--- src/rtl/simon_batch_sequencer.sv ---
// Batch controller for the Simon 64/128 core. It issues core starts, optionally chains
// each ciphertext into the next plaintext, counts completions and watchdogs every block.
module simon_batch_sequencer #(
    parameter int CNT_W   = 16,
    parameter int TIMEOUT = 1024,
    parameter int GAP     = 4
) (
    input  logic             clk,
    input  logic             n_reset,
    input  logic             cfg_go,
    input  logic             cfg_abort,
    input  logic             cfg_chain,
    input  logic [CNT_W-1:0] cfg_count,
    input  logic [63:0]      pt_in,
    output logic             core_start,
    output logic [63:0]      core_pt,
    input  logic             core_eoc,
    input  logic [63:0]      core_ct,
    output logic             busy,
    output logic             done,
    output logic             err_timeout,
    output logic [CNT_W-1:0] ops_done,
    output logic [63:0]      last_ct
);

    localparam int WD_W  = $clog2(TIMEOUT);
    localparam int GAP_W = (GAP > 1) ? $clog2(GAP) : 1;

    // The watchdog reads 0 in the first WAIT cycle, so TIMEOUT-2 is the last WAIT cycle
    // in which an eoc is still accepted; the error flag then shows TIMEOUT cycles after start.
    localparam logic [WD_W-1:0]  WD_LAST  = WD_W'(TIMEOUT - 2);
    localparam logic [GAP_W-1:0] GAP_LAST = GAP_W'((GAP > 0) ? GAP - 1 : 0);

    typedef enum logic [1:0] {
        ST_IDLE,
        ST_START,
        ST_WAIT,
        ST_GAP
    } state_t;

    state_t state, state_d;

    logic [CNT_W-1:0] count_q;
    logic             chain_q;
    logic [WD_W-1:0]  wdog;
    logic [GAP_W-1:0] gap_cnt;

    logic accept;
    logic zero_go;
    logic take_eoc;
    logic timeout_hit;
    logic done_d;
    logic last_blk;

    assign last_blk   = (ops_done + CNT_W'(1)) == count_q;
    assign core_start = (state == ST_START);
    assign busy       = (state != ST_IDLE);

    always_comb begin
        // NOTE: every signal written here gets a default first, so no path leaves one unassigned and infers a latch.
        state_d     = state;
        accept      = 1'b0;
        zero_go     = 1'b0;
        take_eoc    = 1'b0;
        timeout_hit = 1'b0;
        done_d      = 1'b0;

        if (state != ST_IDLE && cfg_abort) begin
            state_d = ST_IDLE;
        end else begin
            case (state)
                ST_IDLE: begin
                    if (cfg_go) begin
                        if (cfg_count == '0) begin
                            zero_go = 1'b1;
                            done_d  = 1'b1;
                        end else begin
                            accept  = 1'b1;
                            state_d = ST_START;
                        end
                    end
                end
                ST_START: state_d = ST_WAIT;
                ST_WAIT: begin
                    if (core_eoc) begin
                        take_eoc = 1'b1;
                        if (last_blk) begin
                            done_d  = 1'b1;
                            state_d = ST_IDLE;
                        end else if (GAP > 0) begin
                            state_d = ST_GAP;
                        end else begin
                            state_d = ST_START;
                        end
                    end else if (wdog == WD_LAST) begin
                        timeout_hit = 1'b1;
                        state_d     = ST_IDLE;
                    end
                end
                ST_GAP: begin
                    if (gap_cnt == GAP_LAST) state_d = ST_START;
                end
                default: state_d = ST_IDLE;
            endcase
        end
    end

    always_ff @(posedge clk or negedge n_reset) begin
        // NOTE: non-blocking assignments keep every register updating from pre-edge values.
        if (!n_reset) state <= ST_IDLE;
        else          state <= state_d;
    end

    always_ff @(posedge clk or negedge n_reset) begin
        // NOTE: all datapath registers are reset, since every output must read 0 straight out of reset.
        if (!n_reset) begin
            count_q     <= '0;
            chain_q     <= 1'b0;
            core_pt     <= '0;
            done        <= 1'b0;
            err_timeout <= 1'b0;
            ops_done    <= '0;
            last_ct     <= '0;
            wdog        <= '0;
            gap_cnt     <= '0;
        end else begin
            done <= done_d;

            if (accept) begin
                count_q <= cfg_count;
                chain_q <= cfg_chain;
                core_pt <= pt_in;
            end
            if (accept || zero_go) begin
                ops_done    <= '0;
                err_timeout <= 1'b0;
            end
            if (take_eoc) begin
                last_ct  <= core_ct;
                ops_done <= ops_done + CNT_W'(1);
                if (chain_q) core_pt <= core_ct;
            end
            if (timeout_hit) err_timeout <= 1'b1;

            if (state == ST_START)     wdog <= '0;
            else if (state == ST_WAIT) wdog <= wdog + WD_W'(1);

            if (state == ST_GAP) gap_cnt <= gap_cnt + GAP_W'(1);
            else                 gap_cnt <= '0;
        end
    end

endmodule

--- config.mk ---
export PLATFORM = sky130hd
export DESIGN_NAME = simon_batch_sequencer
export DESIGN_NICKNAME = d
export VERILOG_FILES = /design/src/rtl/simon_batch_sequencer.sv
export SDC_FILE = /design/constraint.sdc
export NUM_CORES = 1
export LEC_CHECK = 0
export CAP_MARGIN = 10
export CORE_UTILIZATION = 45
export DETAILED_ROUTE_END_ITERATION = 8
export PLACE_DENSITY = 0.89
export SYNTH_ARGS = -nofsm -noshare
export SYNTH_HDL_FRONTEND = slang
export SYNTH_SLANG_ARGS = --single-unit
--- constraint.sdc ---
create_clock -name clk -period 2.8 [get_ports clk]
set_input_delay 0.56 -clock clk [delete_from_list [all_inputs] [get_ports clk]]
set_output_delay 0.56 -clock clk [all_outputs]
set_load 0.1 [all_outputs]
== Word-level counts from Yosys, hierarchy flattened ==
Cells that the tools add are included.
Cells by class
  add/subtract/negate cells: 3
  eq/ne operators: 10
  mux-type cells: 37
  reductions and logical operators: 9
Operator list (number)
  $mux 64: 3
  $mux 16: 2
  $mux 1: 20
  $mux 10: 2
  $add 16x1->16 const B: 1
  $eq 16x16->1: 1
  $logic_not 16->1: 1
  $mux 2: 8
  $add 10x1->10 const B: 1
  $eq 10x10->1 const B: 1
  $ne 3x3->1 const B: 3
  $pmux 2 s4: 1
  $reduce_bool 2->1: 4
  $eq 2x2->1 const B: 3
  $ne 4x4->1 const B: 1
  $reduce_and 4->1: 1
  $add 2x1->2 const B: 1
  $eq 2x1->1 const B: 1
  $logic_not 2->1: 1
  $pmux 1 s2: 1
  $logic_and 1x1->1: 1
  $logic_or 1x1->1: 1
Storage, ports and cells
  flip-flop bits (word level): 177
  bits of input ports: 150
  output and inout port bits: 148
  logic and storage cells: 69

== Logic depth before layout (Yosys ltp) ==
Gate-level depths: netlist of run 1.
  depth in word-level cells: 8
  depth in mapped cells: 11
  mapped depth without buffers: 9

== Worst setup path after synthesis of run 1 ==
Ideal clock, no wire load.
  path kind: register -> register
  from: reg ops_done[0]
  to: reg done
  setup time: 0.066 ns
  arrival time: 3.188 ns
  data required time: 2.734 ns
  setup slack: -0.453 ns
  cell stages (with the launch flop): 9
  buffers on the path: 0
  clock period less this slack: 3.253 ns
  path through: dfrtp_1 ha_1 nand3_2 or4_1 xnor2_1 nor4_2 o2111ai_1 nor4_2 a2bb2o_1
Between the ends
  word-level cells in the longest chain between the ends: 6
RTL lines
  start, declared: line 22  | output logic [CNT_W-1:0] ops_done,
  start signal, assigned: line 140  | ops_done <= ops_done + CNT_W'(1);
  $add 16x1->16: line 55  | assign last_blk = (ops_done + CNT_W'(1)) == count_q;
  $eq 16x16->1: line 55
  $mux 1: line 87  | if (last_blk) begin
  $mux 1: line 85  | if (core_eoc) begin
  $pmux 1 s2: line 71  | case (state)
  $mux 1: line 68  | if (state != ST_IDLE && cfg_abort) begin
  named net done_d: line 52  | logic done_d;
  end signal, assigned: line 127  | done <= done_d;
  end, declared: line 20  | output logic done,
The timed path passes the listed nets, and every way through them passes these cells.
A chain may end at the register's enable or synchronous reset.

== Final worst setup path of run 1 ==
  from: reg ops_done[0]
  to: reg state[1]
Between the ends
  word-level cells in the longest chain between the ends: 6
RTL lines
  $add 16x1->16: line 55
  $eq 16x16->1: line 55
  $mux 2: line 87
  $mux 2: line 85
  $pmux 2 s4: line 71
  $mux 2: line 68
  end signal, assigned: line 111  | else state <= state_d;
  end, declared: line 41  | state_t state, state_d;
Every way passes these cells.

==> metrics, run 1 <==
status=finished, final reports clean; Max Cap Viol=0; Clock H-tree levels=4; Area contributors post-synth=dfrtp_1, nand2_1, mux2i_1; CP Launch Type=register; Avg WL per Cell=17.8 um; Mapped Area=roughly 0.0082 sq mm; Ys Warns=0; GR met1 Demand/Resource=between 30% and 40%; CP cell instances=ha_2, nand3_2, or4_1, xnor2_1, nor4_2, o2111ai_2, nor4_4, o22ai_1; most numerous cell in the Yosys netlist=nand2_1; CP max-delay cell=or4_1; Ports=between 200 and 300; EDFF count, synth=0; number of routed nets with antenna violations=0; CP bufs+invs=0; row cnt=between 40 and 50; end of the worst register-to-register path=state[1]; synth cell count leaders=nand2_1, dfrtp_1, nor2_1, a21oi_1, mux2i_1; wirelength, routed=around 24000 um; RSZ-0062 raised after global routing=no; family with the most delay on the worst path=simple AND/OR/NAND/NOR gates; clock skew=between 0.01 and 0.015 ns; total CTS buffers=17; drt drc=0; Antenna Diode Count=0; Yosys reg bits=about 180; initial antenna violation count=0; GRT busiest layer=met2; HP Class=in2async; Hold Slack=between 0.1 and 0.15 ns; Global Route met3 Usage=8.11%; Final Hold Violating Endpoints=0; PortBufs=297; Reg2Reg Depth=8; Total GRT Usage=26.5%; Vias=approximately 7300; post-synth top area share=between 50% and 60%; Die ar.=about 0.019 sq mm; clock latency on the worst-skew pair=roughly 0.43 ns; nets@finish=around 1300; asr flop ratio synth=100%; Slew Viols, Final=0; Setup crit end kind=register; Die Wd=137 um; Max stage delay on crit path=0.58 ns; gpl congestion=0.865; Synthesized Nets=1000; setup slack, reg-to-reg=0.14 ns; Layout area overhead=44.1%; share of cells above drive strength 1=21.5%; Max clock buf depth=2; global-route wire length before repair=37500 um; largest net degree at the start of global routing=63; count of final setup violators=0; fmax=~380 MHz; vias in the first global route=approximately 7200; postcts setup bufs=0; CTS tree=done; sequential-to-total area share from yosys stat=a little over half; DR vias/cell=about 5.3; Fill cells=between 1000 and 1500; CP max FO=7; Detailed Routing Iterations Pass 1=5; Mapped Cells=842; post-route setup TNS=0 ns; area occupied by multi-input gates=approximately 0.0035 sq mm; DP HPWL=approximately 18000 um; # clock sinks=~180; Critical Path AT=between 2 and 3 ns; Synth area leader=dfrtp_1; CP Data Required Time=between 3 and 4 ns; Tcrit/Tclk final=a little over nine tenths; GRT overflow=0; sequential cell area=around 0.0044 sq mm; Die Ht=roughly 140 um; ys flop type=dfrtp_1; hold-fix buffers at CTS=0; Initial Utilization=between 40% and 50%; CORE AREA=0.0175 sq mm; met2 Track Usage GR=between 40% and 50%; CTS root buffer=clkbuf_16; Clk pin slew, worst setup/hold paths=roughly 0.070 ns; RR Startpoint=ops_done[0]; DR iter-0 viols=approximately 450; Least-Margin Pin Slew=0.633 ns; Avg Cell Area, Syn=9.68 sq um; critical setup path kind=reg2reg; Worst slew margin=57.8%; final worst path period need=~2.7 ns; synth unique cells=50
-- routing by layer --
layer / routed length [um] / vias to the layer above
li1: - / 3426
met1: 9310 / 3541
met2: 12600 / 259
met3: 1540 / 56
met4: 772 / 0
met5: 0 / -
-- flip-flops by register name, indices dropped and copies added (netlist names) --
signal	flops
count_q	16
err_timeout	1
ops_done	16
state	2
core_pt	64
wdog	10
chain_q	1
last_ct	64
gap_cnt	2
done	1
-- cells in the final DEF, fill, tap and decap left out, types with 15 or more instances in the layout --
master           Yosys  routed
nand2_1            213     212
dfrtp_1            177     165
buf_4                2     159
clkdlybuf4s50_1      0     148
nor2_1              81      81
a21oi_1             80      80
mux2i_1             65      65
o21ai_0             25      25
xnor2_1             17      17
mux2_2              17      17
clkbuf_16            0      17
nand3_1             16      15
-- final cells by class --
class                      instances  area share (%)
inverter                          11           0.351
sequential                       177            37.9
tap                              225            2.40
clock buffer                      18            3.65
clock inverter                    14            1.44
timing repair buffer             316            24.2
multi-input combinational        605            30.1
-- worst register-to-register path, stage by stage (launching register included) --
cell and delay [ns]:
dfrtp_4 0.48, ha_2 0.25, nand3_2 0.09, or4_1 0.58
xnor2_1 0.18, nor4_2 0.31, o2111ai_2 0.21, nor4_4 0.32
o22ai_1 0.12
-- kinds of logic (layout without fill, tap and decap cells) --
logic type	count (synthesis)	in the layout	synth area share, %
xor gates and xnor gates	28	28	3.01
DFF	177	177	54.3
muxes	82	82	10.3
buffers and inverters	60	359	2.88
and+or+nand+nor	351	351	18.7
adders and majority gates	8	8	1.23
AOI/OAI and AO/OA	136	136	9.58
-- worst max path at each step --
stage | startpoint | to | slack [ns] | cells past startpoint
after floorplan | ops_done[0] | done | 0.02 | 8
after global placement | ops_done[0] | done | 0.1 | 8
after detailed placement | ops_done[0] | state[1] | 0.04 | 8
after CTS | ops_done[0] | state[1] | 0.02 | 8
after global routing | ops_done[0] | state[1] | 0.004 | 8
final | ops_done[0] | state[1] | 0.14 | 8
-- per-stage QoR --
step	cells	util, %	area (sq um)	setup WS, ns
after floorplan	842	-	8170	0.0195
after detailed placement	1334	63.7	11100	0.0421
final	1366	67.2	11800	0.141
after CTS	1366	67.1	11700	0.0192
after global routing	1366	67.2	11800	0.00444
after global placement	1334	63.7	11100	0.0995
-- repair_timing --
action / 4_1_cts / 5_1_grt
setup endpoints to repair: 0 / 3
hold endpoints to repair: 0 / 0
gates resized for setup: 0 / 3
Power of run 1 is left out: the tool's default activity adds up to more than one toggle a clock period on the data nets, which glitch-free logic cannot reach.
==> inputs of run 2 (changes only) <==
--- a/config.mk
+++ b/config.mk
@@ -5,10 +5,12 @@
 export SDC_FILE = /design/constraint.sdc
 export NUM_CORES = 1
 export LEC_CHECK = 0
+export ABC_AREA = 1
 export CAP_MARGIN = 10
 export CORE_UTILIZATION = 45
 export DETAILED_ROUTE_END_ITERATION = 8
 export PLACE_DENSITY = 0.89
+export SLEW_MARGIN = 10
 export SYNTH_ARGS = -nofsm -noshare
 export SYNTH_HDL_FRONTEND = slang
 export SYNTH_SLANG_ARGS = --single-unit
==> run 2 against run 1 <==
Effect of this change:
- clock skew fell by 0.0016 ns
- die area fell by 0.98%
- register-to-register slack improved by 0.45 ns
- hold slack got worse by 0.014 ns
- highest routed layer unchanged
- sequential cell count did not move
- final area fell by 0.53%
==> metrics, run 2 <==
Max clock buf depth=2 (unchanged); vias in the first global route=7987 (+10%); CP cell instances=ha_1, nand3_1, nor2_2, nand4_1, nand3_1, nand2_1, nor2_1, nand2_1, nor2_2, nand2_1, nand2_1, nand2_1, nand2_1, nand2_1; Die Ht=136 um (-0.49%); post-route setup TNS=0 ns (unchanged); Tcrit/Tclk final=79.0% (-16 points); drt drc=0 (unchanged); dpl cells=1495 (+12%); synth cell count leaders=nand2_1, dfrtp_1, nor2_1, a31oi_1, inv_1; gpl congestion=0.847 (-2.1%); Initial Utilization=46.4% (-0.31 points); CP Launch Type=register; DR vias/cell=5.25 (-1.6%); most numerous cell in the Yosys netlist=nand2_1; Clock H-tree levels=4 (unchanged); critical setup path kind=reg2reg; Detailed Routing Iterations Pass 1=5 (unchanged); Final Hold Violating Endpoints=0 (unchanged); Final Non-Filler Cells=1527 (+12%); asr flop ratio synth=100% (unchanged); Synthesized Nets=1159 (+16%); count of final setup violators=0 (unchanged); Avg Cell Area, Syn=8.06 sq um (-17%); CP max FO=7 (unchanged); crit path from=ops_done[0]; end of the worst register-to-register path=state[0]; PortBufs=297 (unchanged); post-CTS resize count=0 (unchanged); setup slack, reg-to-reg=0.59 ns (+0.45 ns); GRT overflow=0 (unchanged); CORE AREA=0.0174 sq mm (-0.34%); HP Class=in2async; largest net degree at the start of global routing=61 (-3.2%); Clk pin slew, worst setup/hold paths=0.07 ns (about the same); Avg WL per Cell=16.8 um (-5.3%); Vias=8012 (+10%); Reg2Reg Depth=14 (+6); Antenna Diode Count=0 (unchanged); Top Registers=core_pt: 64 flops, last_ct: 64 flops; Critical Path AT=2.53 ns (-0.42 ns); Ports=298 (unchanged); RR Startpoint=ops_done[0]; Slew Viols, Final=0 (unchanged); fmax=452 MHz (+20%); sequential-to-total area share from yosys stat=54.9% (+0.55 points); Highest Signal Layer=met4; Worst slew margin=56.5% (-1.3 points); status=finished, final reports clean; WL met2=13000 um (+2.8%); ys flop type=dfrtp_1; # clock sinks=177 (unchanged); CP Data Required Time=3.12 ns (+0.03 ns); Die Wd=136 um (-0.49%); CP bufs+invs=0 (unchanged); Area contributors post-synth=dfrtp_1, nand2_1, a31oi_1; Ys Warns=0 (unchanged); CP max-delay cell=dfrtp_1; clock latency on the worst-skew pair=0.43 ns (about the same); EDFF count, synth=0 (unchanged); Yosys reg bits=177 (unchanged); share of cells above drive strength 1=16.6% (-4.9 points); DR iter-0 viols=459 (+1.8%); DP HPWL=18200 um (+3.6%); total CTS buffers=17 (unchanged); initial antenna violation count=0 (unchanged); Synth area leader=dfrtp_1; CTS root buffer=clkbuf_16; postcts setup bufs=0 (unchanged); Max stage delay on crit path=0.46 ns (-0.12 ns); CTS tree=done; Fill cells=1343 (+1.4%); post-synth top area share=54.9% (+0.55 points); Layout area overhead=44.8%; area occupied by multi-input gates=0.00328 sq mm (-7.1%); wirelength, routed=25700 um (+5.9%); wl on met1=10100 um (+8.0%); Die ar.=0.0185 sq mm (-0.98%); Total GRT Usage=27.7% (+1.2 points); Least-Margin Pin Slew=0.652 ns (+0.0196 ns); synth unique cells=28 (-44%); row cnt=48 (unchanged); number of routed nets with antenna violations=0 (unchanged); clock skew=0.0109 ns (-0.00157 ns); global-route wire length before repair=39500 um (+5.2%); final worst path period need=2.21 ns (-0.446 ns); Setup crit end kind=register; Critical Path Most Common Cell=nand2_1; nets@finish=1447 (+13%); hold-fix buffers at CTS=0 (unchanged); commonest non-fill, non-tap cells in the layout=nand2_1, dfrtp_1, buf_4; met3 wire length=1620 um (+5.3%); most common cell after layout, fill and taps aside=nand2_1; RSZ-0062 raised after global routing=no; family with the most delay on the worst path=simple AND/OR/NAND/NOR gates; Mapped Area=0.00807 sq mm (-1.0%); Mapped Cells=1001 (+19%); Max Cap Viol=0 (unchanged); sequential cell area=0.00443 sq mm (-0.45%)
run 2: how the worst max path moves through the flow:
stage,endpoint,depth (start not counted)
final,state[0],14
after global routing,state[0],14
after CTS,busy,4
after detailed placement,core_pt[37],9
after global placement,core_pt[18],9
after floorplan,state[1],14
run 2: layout make-up:
class                           count  area share (%)
Clock buffer                       18            3.67
Clock inverter                     14            1.93
Inverter                           47            1.51
Multi-Input combinational cell    731            28.1
Sequential cell                   177            37.9
Tap cell                          225            2.41
Timing Repair Buffer              315            24.5
run 2: routing by layer:
| layer | vias up | GRT usage, % |
|---|---|---|
| li1 | 3779 | - |
| met3 | 79 | 6.86 |
| met5 | - | 0 |
| met4 | 0 | 12.1 |
| met1 | 3829 | 33.0 |
| met2 | 325 | 47.4 |
run 2: cells by family (layout without fill, tap and decap cells):
logic type	after synthesis	count (layout)	synth area share (%)
buffers and inverters	93	394	4.70
and+or+nand+nor	609	609	30.2
DFF	177	177	54.9
xor gates and xnor gates	10	10	1.43
AOI/OAI and AO/OA	104	104	7.61
adders and majority gates	8	8	1.24
run 2: stage by stage:
| stage | hold WS (ns) | cell area, sq um | util (%) | worst slack, ns |
|---|---|---|---|---|
| 2_1_floorplan | 0.264 | 8070 | - | 0.257 |
| 6_report | 0.122 | 11700 | 67.1 | 0.587 |
| 3_3_place_gp | 0.417 | 11000 | 63.4 | 0.492 |
| 5_1_grt | 0.150 | 11700 | 67.1 | 0.356 |
| 3_5_place_dp | 0.424 | 11000 | 63.4 | 0.385 |
| 4_1_cts | 0.127 | 11700 | 67.1 | 0.593 |
Power of run 2 is left out for the same reason.
